==> src/rtl/srl_step_ctrl.sv <==
// Single-step shift control for a 32-deep SRL: synchronises BUTTON/DIN, debounces the button, issues one SHIFT_CE per press.
// Optional auto-repeat while held is enabled by defining SRL_STEP_AUTOREPEAT_EN.
module srl_step_ctrl #(
    parameter int DEBOUNCE_CYCLES = 50000,
    parameter int REPEAT_CYCLES   = 5000000
) (
    input  logic       CLKIN,
    input  logic       RESETN,
    input  logic       BUTTON,
    input  logic       DIN,
    output logic       SHIFT_CE,
    output logic       SHIFT_D,
    output logic [4:0] STEP_COUNT,
    output logic       PRESSED
);

    localparam int DBW = (DEBOUNCE_CYCLES > 1) ? $clog2(DEBOUNCE_CYCLES) : 1;
    localparam logic [DBW-1:0] DB_LAST = DBW'(DEBOUNCE_CYCLES - 1);

    if (DEBOUNCE_CYCLES < 2 || REPEAT_CYCLES < 2) begin : g_param_check
        $error("srl_step_ctrl: DEBOUNCE_CYCLES and REPEAT_CYCLES must be at least 2");
    end

    typedef enum logic [1:0] {IDLE, PRESS, HELD, RELEASE} state_t;

    state_t           state_q, state_d;
    logic [1:0]       btn_sync_q, din_sync_q;
    logic [DBW-1:0]   db_cnt_q, db_cnt_d;
    logic             ce_q, d_q, pressed_q;
    logic [4:0]       step_cnt_q;
    logic             step;
    logic             btn_s, din_s;

    assign btn_s = btn_sync_q[1];
    assign din_s = din_sync_q[1];

`ifdef SRL_STEP_AUTOREPEAT_EN
    localparam int RPW = (REPEAT_CYCLES > 1) ? $clog2(REPEAT_CYCLES) : 1;
    localparam logic [RPW-1:0] RP_LAST = RPW'(REPEAT_CYCLES - 1);

    logic [RPW-1:0] rpt_cnt_q, rpt_cnt_d;
`endif

    always_comb begin
        state_d  = state_q;
        db_cnt_d = db_cnt_q;
        step     = 1'b0;
`ifdef SRL_STEP_AUTOREPEAT_EN
        rpt_cnt_d = rpt_cnt_q;
`endif
        case (state_q)
            IDLE: begin
                if (btn_s) begin
                    state_d  = PRESS;
                    db_cnt_d = '0;
                end
            end
            PRESS: begin
                if (!btn_s) begin
                    state_d = IDLE;
                end else if (db_cnt_q == DB_LAST) begin
                    state_d = HELD;
                    step    = 1'b1;
`ifdef SRL_STEP_AUTOREPEAT_EN
                    rpt_cnt_d = '0;
`endif
                end else begin
                    db_cnt_d = db_cnt_q + 1'b1;
                end
            end
            HELD: begin
                // Release check wins over a repeat step landing on the same cycle.
                if (!btn_s) begin
                    state_d  = RELEASE;
                    db_cnt_d = '0;
                end
`ifdef SRL_STEP_AUTOREPEAT_EN
                else if (rpt_cnt_q == RP_LAST) begin
                    step      = 1'b1;
                    rpt_cnt_d = '0;
                end else begin
                    rpt_cnt_d = rpt_cnt_q + 1'b1;
                end
`endif
            end
            RELEASE: begin
                if (btn_s) begin
                    state_d = HELD;
                end else if (db_cnt_q == DB_LAST) begin
                    state_d = IDLE;
                end else begin
                    db_cnt_d = db_cnt_q + 1'b1;
                end
            end
            default: state_d = IDLE;
        endcase
    end

    always_ff @(posedge CLKIN or negedge RESETN) begin
        if (!RESETN) begin
            btn_sync_q <= '0;
            din_sync_q <= '0;
            state_q    <= IDLE;
            db_cnt_q   <= '0;
            ce_q       <= 1'b0;
            d_q        <= 1'b0;
            step_cnt_q <= '0;
            pressed_q  <= 1'b0;
        end else begin
            btn_sync_q <= {btn_sync_q[0], BUTTON};
            din_sync_q <= {din_sync_q[0], DIN};
            state_q    <= state_d;
            db_cnt_q   <= db_cnt_d;
            ce_q       <= step;
            pressed_q  <= (state_d == HELD) || (state_d == RELEASE);
            if (step) begin
                d_q        <= din_s;
                step_cnt_q <= step_cnt_q + 5'd1;
            end
        end
    end

`ifdef SRL_STEP_AUTOREPEAT_EN
    always_ff @(posedge CLKIN or negedge RESETN) begin
        if (!RESETN) begin
            rpt_cnt_q <= '0;
        end else begin
            rpt_cnt_q <= rpt_cnt_d;
        end
    end
`endif

    assign SHIFT_CE   = ce_q;
    assign SHIFT_D    = d_q;
    assign STEP_COUNT = step_cnt_q;
    assign PRESSED    = pressed_q;

endmodule

==> config.mk <==
export PLATFORM = sky130hd
export DESIGN_NAME = srl_step_ctrl
export DESIGN_NICKNAME = d
export VERILOG_FILES = /design/src/rtl/srl_step_ctrl.sv
export SDC_FILE = /design/constraint.sdc
export NUM_CORES = 1
export LEC_CHECK = 0
export ABC_AREA = 1
export BUFFER_PORTS_ARGS = -buffer_cell sky130_fd_sc_hd__buf_2
export CAP_MARGIN = 20
export CORE_UTILIZATION = 35
export DETAILED_ROUTE_END_ITERATION = 16
export REMOVE_ABC_BUFFERS = 1
export SYNTH_ARGS = -nofsm -noshare
export SYNTH_HDL_FRONTEND = slang
export SYNTH_SLANG_ARGS = --single-unit
==> constraint.sdc <==
create_clock -name CLKIN -period 1.7 [get_ports CLKIN]
set_input_delay 0.34 -clock CLKIN [delete_from_list [all_inputs] [get_ports CLKIN]]
set_output_delay 0.34 -clock CLKIN [all_outputs]
set_load 0.005 [all_outputs]
==> reports/qor.csv, run 1 <==
stage,metric,value,unit
grt,initial antenna violation count,0,
critical_path,CP Launch Type,flip-flop,
logic_synthesis,syn avg cell area,7.64,µm²
die,Cell Rows,24,
flow_run,max-cap violation count,0,
timing,Final min period,1.55,ns
die,Die ar.,4860,µm²
timing,fmax,645,MHz
critical_path,reg2reg path depth,8,
placement,placed cells,271,
logic_synthesis,Synth Instances,210,
drt,Via density,4.71,
timing,fin. max-slew vios,0,
logic_synthesis,register area share after synthesis,0.468,
drt,1st-iter DRT viols,67,
die,Die Span Y,69.7,µm
critical_path,Critical Path Sink Type,flip-flop,
grt,grt ovf,0,
power_and_ir_drop,Tot Pwr,1.72,mW
power_and_ir_drop,leakage,0.885,nW
cells_and_area,nets,232,
critical_path,Worst Path Buf+Inv,0,
status,status,"finished, final reports clean",
critical_path,RR Startpoint,db_cnt_q[0],
timing,Fin. Hold Viols,0,
timing,Slew HR,0.559,
cells_and_area,P&R area growth vs syn,17.5,%
power_and_ir_drop,pwr dens,912,nW/µm²
min_path,worst min path class,in2async,
logic_synthesis,Synth cell types,24,
critical_path,CP arrival,1.72,ns
timing,setup TNS,0,ns
clock_tree,clock root cell,clkbuf_8,
power_and_ir_drop,Max VDD drop,0.000536,V
critical_path,CP top delay family,simple AND/OR/NAND/NOR gates,
critical_path,worst path cell trace,ha_1 -> nand2_1 -> nor2_4 -> nand2_1 -> nor2_4 -> nor2_4 -> nand2_1 -> o21ai_2,
drt,Antenna Nets Post-Route,0,
drt,DR top layer,met4,
clock_tree,clk slew on worst S/H paths,0.07,ns
timing,endpoints failing setup,0,
grt,vias in the first global route,1124,
critical_path,flop-to-flop setup slack,0.15,ns
drt,met3 wire length,81,µm
grt,global-route wire length before repair,5200,µm
clock_tree,Post-CTS Hold Buffers,0,
clock_tree,clk_lat worst skew,0.29,ns
clock_tree,Sink Count,30,
clock_tree,Max clock buf depth,2,
critical_path,CP max FO,13,
logic_synthesis,synthesis-stage register bit count,30,
drt,WL final,3120,µm
logic_synthesis,Yosys Warn Count,0,
logic_synthesis,"top cells by area, synth","dfrtp_1 (47%), nand2_1 (15%), nor2_1 (6.8%)",
drt,drt pass-1 iters,4,
cells_and_area,Antenna Cells,0,
placement,routability congestion estimate,0.878,
cells_and_area,Finished Layout Cells,279,
die,# IOs,12,
cells_and_area,most frequent cells in the layout,"nand2_1 (64), dfrtp_1 (30), nor2_1 (29)",
cells_and_area,"commonest non-fill, non-tap cell in the layout",nand2_1,
die,Initial Util,0.366,
cells_and_area,post-route design area,1890,µm²
die,core box area,4380,µm²
placement,Setup WS pre-CTS,0.0172,ns
clock_tree,H-tree lvl count,2,
logic_synthesis,Yosys top cell area share,0.468,
critical_path,Setup CP Type,reg2reg,
drt,met2 WL post-DR,1380,µm
clock_tree,CTS Buf Count,5,
cells_and_area,share of post-route cells with drive strength above 1,0.141,
timing,fin crit share,0.913,
placement,Detailed Place HPWL,2160,µm
critical_path,"slowest stage delay, CP",0.39,ns
critical_path,Crit-path slowest cell,dfrtp_1,
drt,DRC violation count after routing,0,
placement,IO buf count,11,
logic_synthesis,post-synth top area cell,dfrtp_1,
critical_path,FF-to-FF End,db_cnt_q[5],
critical_path,data required time at the worst endpoint,1.86,ns
drt,post-route met1 wirelength,1590,µm
grt,gr usage total,0.139,
logic_synthesis,Mapped Area,1610,µm²
die,DIE WIDTH,69.7,µm
placement,dpl cell area,1720,µm²
drt,via count,1315,
timing,Worst-Margin Slew,0.662,ns
cells_and_area,fillers,439,
drt,Avg WL per Cell,11.2,µm
clock_tree,CTS tree,built,
grt,pin count of the biggest net entering global routing,31,
timing,clk_skew,0.00919,ns
timing,PnR worst setup slack,0.148,ns
==> metal layers <==
metal / vias to the layer above / global-route usage
li1: 698 / -
met1: 592 / 0.188
met2: 20 / 0.204
met3: 5 / 0.0392
met4: 0 / 0.0667
met5: - / 0
==> final cells by class <==
| type | count | area [µm²] | area share |
|---|---|---|---|
| Inverter | 21 | 80.1 | 0.0425 |
| Tap cell | 52 | 65.1 | 0.0345 |
| Clock inverter | 2 | 60.1 | 0.0319 |
| Multi-Input combinational cell | 155 | 764 | 0.405 |
| Sequential cell | 30 | 751 | 0.398 |
| Clock buffer | 6 | 82.6 | 0.0438 |
| Timing Repair Buffer | 13 | 82.6 | 0.0438 |
==> flip-flops by register name, indices dropped and copies added, names as in the netlist <==
signal      cells
PRESSED         1
db_cnt_q       16
SHIFT_D         1
state_q         2
din_sync_q      2
STEP_COUNT      5
SHIFT_CE        1
btn_sync_q      2
==> logic make-up after synthesis <==
| logic type | after synthesis | synth area share |
|---|---|---|
| compound gates | 20 | 0.0740 |
| xor+xnor | 9 | 0.0491 |
| buf+inv | 25 | 0.0686 |
| flops | 30 | 0.468 |
| fa+ha+maj | 2 | 0.0156 |
| simple gates | 124 | 0.325 |
==> where the power goes <==
| group | leakage, nW | total (mW) | switching (mW) | internal [mW] |
|---|---|---|---|---|
| Sequential | 0.406 | 0.739 | 0.0114 | 0.728 |
| Clock | 0.0714 | 0.912 | 0.287 | 0.625 |
| Combinational | 0.408 | 0.0681 | 0.0465 | 0.0216 |
| Total | 0.885 | 1.72 | 0.345 | 1.37 |
==> how the worst max path moves through the flow <==
stage,from,end,cells after the start,slack (ns)
final,db_cnt_q[0],db_cnt_q[5],8,0.15
after global routing,db_cnt_q[1],STEP_COUNT[3],9,-0.01
after global placement,db_cnt_q[0],db_cnt_q[14],8,0.07
after detailed placement,db_cnt_q[0],db_cnt_q[2],8,0.02
after CTS,db_cnt_q[0],db_cnt_q[5],8,0.01
after floorplan,db_cnt_q[0],db_cnt_q[11],6,0.16
==> synth_stat cells <==
cell / number
a21oi_1: 3
buf_4: 2
buf_6: 1
clkbuf_1: 1
clkinv_2: 1
dfrtp_1: 30
ha_1: 2
inv_1: 19
inv_2: 1
nand2_1: 64
nand2_2: 1
nand3_1: 20
nand4_1: 5
nor2_1: 29
nor2_2: 2
nor2_4: 1
nor3_1: 1
o21ai_0: 9
o21ai_1: 2
o21ai_2: 3
o21bai_1: 3
or2_2: 1
xnor2_1: 5
xor2_1: 4
==> metrics by stage <==
stage / hold WS (ns) / util
finish: 0.0824 / 0.430
detailed placement: 0.341 / 0.393
global route: 0.147 / 0.430
floorplan: 0.0444 / -
CTS: 0.114 / 0.426
global placement: 0.332 / 0.393
==> timing repair <==
item,in CTS,in global routing
endpoints found under the setup margin,0,16
resized for setup,0,4
buffers inserted,0,0
Power figures use the tool's default switching activity.
==> inputs of run 2 (changes only) <==
- PLACE_DENSITY: not set -> 0.59
==> run 2 against run 1 <==
Net effect:
- clock power down 35%
- largest cell class unchanged
- register-to-register slack worse by 0.02 ns
- total power down 19%
- highest routed layer unchanged
- final area down 2.1%
- sequential cell count unchanged
- critical path type unchanged
==> reports/qor.csv, run 2 (synthesis gave the netlist of run 1 again) <==
stage,metric,value,unit,change
die,core box area,4380,µm²,unchanged
placement,dpl cell area,1720,µm²,unchanged
critical_path,Setup CP Type,reg2reg,,
critical_path,CP max FO,20,,+7
critical_path,Critical Path Sink Type,flip-flop,,
drt,WL final,3100,µm,-0.58%
placement,Setup WS pre-CTS,0.0154,ns,-0.00186 ns
grt,gr usage total,0.140,,+0.00111
drt,drt pass-1 iters,4,,unchanged
drt,DRC violation count after routing,0,,unchanged
critical_path,CP Launch Type,flip-flop,,
die,Cell Rows,24,,unchanged
cells_and_area,post-route design area,1850,µm²,-2.1%
cells_and_area,Antenna Cells,0,,unchanged
clock_tree,CTS tree,built,,
clock_tree,clock root cell,clkbuf_8,,
grt,vias in the first global route,1174,,+4.4%
cells_and_area,fillers,445,,+1.4%
drt,Via density,4.69,,-0.54%
drt,via count,1322,,+0.53%
timing,fin crit share,0.922,,+0.00884
clock_tree,Max clock buf depth,2,,unchanged
die,Initial Util,0.366,,unchanged
critical_path,CP arrival,1.73,ns,about the same
power_and_ir_drop,leakage,0.878,nW,-0.84%
flow_run,max-cap violation count,0,,unchanged
timing,fin. max-slew vios,0,,unchanged
timing,Fin. Hold Viols,0,,unchanged
timing,Final min period,1.57,ns,+0.0150 ns
critical_path,CP Launch Point,db_cnt_q[1],,
placement,placed cells,271,,unchanged
cells_and_area,max reg flops,16,,unchanged
critical_path,reg2reg path depth,7,,-1
timing,endpoints failing setup,0,,unchanged
die,DIE WIDTH,69.7,µm,unchanged
drt,Avg WL per Cell,11.0,µm,-1.6%
cells_and_area,area of the multi-input gates,754,µm²,-1.3%
clock_tree,H-tree lvl count,2,,unchanged
power_and_ir_drop,Max VDD drop,0.000377,V,-30%
placement,IO buf count,11,,unchanged
clock_tree,clk slew on worst S/H paths,0.07,ns,about the same
critical_path,crit path capture,db_cnt_q[11],,
die,# IOs,12,,unchanged
drt,Antenna Nets Post-Route,0,,unchanged
timing,clk_skew,0.0101,ns,+0.000936 ns
critical_path,RR Startpoint,db_cnt_q[1],,
clock_tree,Post-CTS Hold Buffers,0,,unchanged
power_and_ir_drop,pwr dens,759,nW/µm²,-17%
critical_path,flop-to-flop setup slack,0.13,ns,-0.02 ns
placement,Detailed Place HPWL,2170,µm,+0.89%
die,Die ar.,4860,µm²,unchanged
cells_and_area,Finished Core Util,0.421,,-0.00885
placement,routability congestion estimate,0.797,,-9.2%
timing,Worst-Margin Slew,0.665,ns,+0.00292 ns
timing,Fin Hold WS,0.0907,ns,+0.00829 ns
clock_tree,Sink Count,30,,unchanged
cells_and_area,"commonest non-fill, non-tap cell in the layout",nand2_1,,
grt,pin count of the biggest net entering global routing,31,,unchanged
cells_and_area,P&R area growth vs syn,15.0,%,
timing,RSZ-0062 raised after global routing,false,,
cells_and_area,most frequent cells in the layout,"nand2_1 (64), dfrtp_1 (30), nor2_1 (29)",,
min_path,worst min path class,in2async,,
power_and_ir_drop,Tot Pwr,1.40,mW,-19%
grt,global-route wire length before repair,5330,µm,+2.4%
grt,grt ovf,0,,unchanged
cells_and_area,Finished Layout Cells,282,,+1.1%
clock_tree,CTS Buf Count,5,,unchanged
grt,initial antenna violation count,0,,unchanged
cells_and_area,nets,235,,+1.3%
critical_path,data required time at the worst endpoint,1.86,ns,about the same
critical_path,FF-to-FF End,db_cnt_q[11],,
timing,PnR worst setup slack,0.133,ns,-0.0150 ns
timing,Slew HR,0.557,,-0.00195
cells_and_area,share of post-route cells with drive strength above 1,0.143,,+0.00251
timing,fmax,638,MHz,-0.96%
die,Die Span Y,69.7,µm,unchanged
drt,1st-iter DRT viols,48,,-28%
clock_tree,clk_lat worst skew,0.28,ns,about the same
cells_and_area,register area,751,µm²,unchanged
cells_and_area,most flop-heavy register,db_cnt_q,,
status,status,"finished, final reports clean",,
timing,setup TNS,0,ns,unchanged
==> run 2: metal layers <==
metal	vias to the layer above	wire length (µm)	global-route usage
li1	703	-	-
met1	595	1540	0.187
met2	16	1400	0.216
met3	8	105	0.0349
met4	0	52	0.0600
met5	-	0	0
==> run 2: final cells by class <==
cell class,count,area share
Sequential cell,30,0.407
Tap cell,52,0.0352
Timing Repair Buffer,16,0.0569
Multi-Input combinational cell,155,0.409
Inverter,21,0.0434
Clock inverter,1,0.00271
Clock buffer,7,0.0467
==> run 2: critical path, cell delays in order, from the launching register on <==
cell and delay (ns):
dfrtp_1 0.38, ha_1 0.20, nand2_1 0.12, nor2_4 0.18, nand3_1 0.17, nand2_1 0.15, buf_12 0.15, o21ai_0 0.10
==> run 2: how the worst min path moves through the flow <==
stage	from	end	slack (ns)	depth (start not counted)
after global routing	RESETN	db_cnt_q[0]	0.15	1
after global placement	din_sync_q[0]	din_sync_q[1]	0.33	0
final	RESETN	SHIFT_D	0.09	1
after detailed placement	din_sync_q[0]	din_sync_q[1]	0.34	0
after floorplan	RESETN	PRESSED	0.04	0
after CTS	RESETN	db_cnt_q[9]	0.11	1
==> run 2: what timing repair did <==
action / 4_1_cts / 5_1_grt
buffers inserted: 0 / 3
endpoints found under the setup margin: 0 / 17
resized for setup: 0 / 2
==> run 2: report_power, final <==
group          total, mW  switching (mW)  internal (mW)
clock network      0.589           0.263          0.326
registers          0.739          0.0108          0.728
logic             0.0728          0.0483         0.0245
total               1.40           0.322           1.08
==> inputs of run 3 (changes only) <==
- BUFFER_PORTS_ARGS: -buffer_cell sky130_fd_sc_hd__buf_2 -> not set
- DONT_BUFFER_PORTS: not set -> 1
- PLACE_DENSITY: 0.59 -> 0.57
==> run 3 against run 2 <==
Net effect:
- maximum frequency is 0.25% higher
- utilization down 0.97 points
- worst setup slack better by 0.0039 ns
- routed wire length is 0.84% higher
- critical path type unchanged
- critical endpoint unchanged
- largest power group unchanged
==> reports/qor.csv, run 3 (synthesis gave the netlist of run 1 again) <==
stage,metric,value,unit,change
drt,WL final,3120,µm,+0.84%
critical_path,RR Startpoint,db_cnt_q[1],,
clock_tree,CTS tree,built,,
critical_path,Worst Path Buf+Inv,1,,unchanged
critical_path,CP arrival,1.72,ns,about the same
timing,PnR worst setup slack,0.137,ns,+0.00395 ns
drt,Antenna Nets Post-Route,0,,unchanged
power_and_ir_drop,combinational fraction of design power,0.055,,+0.003
timing,fmax,640,MHz,+0.25%
power_and_ir_drop,Psw,0.322,mW,-0.16%
critical_path,CP max FO,20,,unchanged
drt,drt pass-1 iters,4,,unchanged
timing,RSZ-0062 raised after global routing,true,,
timing,fin. max-slew vios,0,,unchanged
clock_tree,H-tree lvl count,2,,unchanged
cells_and_area,Antenna Cells,0,,unchanged
critical_path,crit path capture,db_cnt_q[11],,
critical_path,worst path cell trace,ha_1 -> nand2_1 -> nor2_4 -> nand3_1 -> nand2_2 -> buf_12 -> o21ai_0,,
power_and_ir_drop,clock network fraction of design power,0.397,,-0.024
critical_path,cell depth of the worst setup path,7,,unchanged
die,DIE WIDTH,69.7,µm,unchanged
clock_tree,Max clock buf depth,2,,unchanged
timing,Fin. Hold Viols,0,,unchanged
grt,vias in the first global route,1230,,+4.8%
power_and_ir_drop,switch share,0.238,,+0.00834
critical_path,CP Launch Type,flip-flop,,
cells_and_area,most flop-heavy register,db_cnt_q,,
timing,Final min period,1.56,ns,-0.00395 ns
placement,Setup WS pre-CTS,0.0240,ns,+0.00860 ns
cells_and_area,nets,225,,-4.3%
drt,via count,1258,,-4.8%
grt,pin count of the biggest net entering global routing,31,,unchanged
min_path,worst min path class,in2reg,,
cells_and_area,"commonest non-fill, non-tap cell in the layout",nand2_1,,
die,core box area,4380,µm²,unchanged
cells_and_area,P&R area growth vs syn,12.4,%,
drt,met3 wire length,104,µm,-0.95%
clock_tree,clk_lat worst skew,0.28,ns,about the same
die,Die ar.,4860,µm²,unchanged
clock_tree,clk slew on worst S/H paths,0.06,ns,about the same
power_and_ir_drop,pwr dens,748,nW/µm²,-1.4%
drt,DR top layer,met4,,
cells_and_area,max reg flops,16,,unchanged
drt,post-route met1 wirelength,1610,µm,+4.4%
clock_tree,Sink Count,30,,unchanged
clock_tree,CTS Buf Count,5,,unchanged
cells_and_area,register area,751,µm²,unchanged
drt,1st-iter DRT viols,44,,-8.3%
placement,routability congestion estimate,0.777,,-2.5%
die,Initial Util,0.366,,unchanged
grt,gr usage total,0.144,,+0.00429
critical_path,FF-to-FF End,db_cnt_q[11],,
grt,initial antenna violation count,0,,unchanged
cells_and_area,Finished Core Util,0.412,,-0.00970
die,Cell Rows,24,,unchanged
power_and_ir_drop,Flop pwr share,0.548,,+0.020
power_and_ir_drop,Power Internal,1.03,mW,-4.7%
critical_path,reg2reg path depth,7,,unchanged
die,# IOs,12,,unchanged
grt,grt ovf,0,,unchanged
placement,Detailed Place HPWL,2170,µm,-0.22%
clock_tree,clock root cell,clkbuf_8,,
timing,Worst-Margin Slew,0.331,ns,-0.334 ns
drt,met2 WL post-DR,1380,µm,-0.86%
timing,clk_skew,0.00739,ns,-0.00273 ns
placement,IO buf count,0,,-11
flow_run,max-cap violation count,0,,unchanged
status,status,"finished, final reports clean",,
cells_and_area,share of post-route cells with drive strength above 1,0.105,,-0.0385
die,Die Span Y,69.7,µm,unchanged
grt,global-route wire length before repair,5530,µm,+3.9%
critical_path,CP top delay family,simple AND/OR/NAND/NOR gates,,
power_and_ir_drop,leakage,0.825,nW,-6.0%
timing,endpoints failing setup,0,,unchanged
timing,Slew HR,0.779,,+0.222
critical_path,Critical Path Sink Type,flip-flop,,
timing,fin crit share,0.919,,-0.00232
cells_and_area,most frequent cells in the layout,"nand2_1 (63), dfrtp_1 (30), nor2_1 (29)",,
critical_path,flop-to-flop setup slack,0.14,ns,about the same
critical_path,CP Launch Point,db_cnt_q[1],,
drt,Avg WL per Cell,11.5,µm,+4.9%
drt,Via density,4.64,,-0.98%
critical_path,Crit-path slowest cell,dfrtp_1,,
critical_path,data required time at the worst endpoint,1.86,ns,about the same
power_and_ir_drop,Max VDD drop,0.000529,V,+40%
drt,DRC violation count after routing,0,,unchanged
critical_path,"slowest stage delay, CP",0.40,ns,+0.02 ns
cells_and_area,fillers,448,,+0.67%
cells_and_area,area of the multi-input gates,757,µm²,+0.33%
critical_path,Setup CP Type,reg2reg,,
timing,Fin Hold WS,0.0876,ns,-0.00306 ns
run 3: changes by cell type in the layout (fill, tap and decap cells not counted):
cell and delta:
buf_12 +1, buf_2 -11, buf_4 -1, clkbuf_1 -1, clkbuf_8 -1, clkinv_2 +1
dlygate4sd3_1 +1, nand2_1 -1, nand2_2 +1
run 3: worst min path at each step:
stage                         end  slack, ns  cells past startpoint   start
global route        btn_sync_q[0]       0.08                      0  BUTTON
detailed placement   db_cnt_q[11]       0.05                      0  RESETN
global placement     db_cnt_q[11]       0.05                      0  RESETN
finish              btn_sync_q[0]       0.09                      0  BUTTON
floorplan                 PRESSED       0.04                      0  RESETN
CTS                 btn_sync_q[0]       0.08                      0  BUTTON
run 3: layout make-up:
cell class / instances / share of cell area
clock buffer: 5 / 0.0381
clock inverter: 2 / 0.00555
inverter: 21 / 0.0444
multi-input combinational: 155 / 0.420
sequential: 30 / 0.416
tap: 52 / 0.0361
timing repair buffer: 6 / 0.0402
run 3: layer usage:
layer / GRT usage / vias to the layer above
met4: 0.0467 / 0
met2: 0.221 / 11
met5: 0 / -
met3: 0.0480 / 3
li1: - / 680
met1: 0.192 / 564
run 3: stage by stage:
stage	total power [mW]	setup TNS (ns)	instance area [µm²]	instances
floorplan	0.784	0	1580	206
global placement	0.804	0	1670	260
detailed placement	0.804	0	1670	260
CTS	1.38	0	1780	269
global route	1.42	-0.0439	1800	271
finish	1.35	0	1800	271
run 3: power by group through the flow:
stage	registers [mW]	clock network, mW	logic (mW)
6_report	0.740	0.537	0.0738
5_1_grt	0.741	0.593	0.0851
3_3_place_gp	0.752	0	0.0521
2_1_floorplan	0.752	0	0.0320
4_1_cts	0.739	0.562	0.0745
3_5_place_dp	0.753	0	0.0516
run 3: what timing repair did:
action / 4_1_cts / 5_1_grt
hold endpoints to repair: 30 / 0
setup buffers: 0 / 2
gates resized for setup: 0 / 3
hold buffers: 2 / 0
setup endpoints to repair: 0 / 21
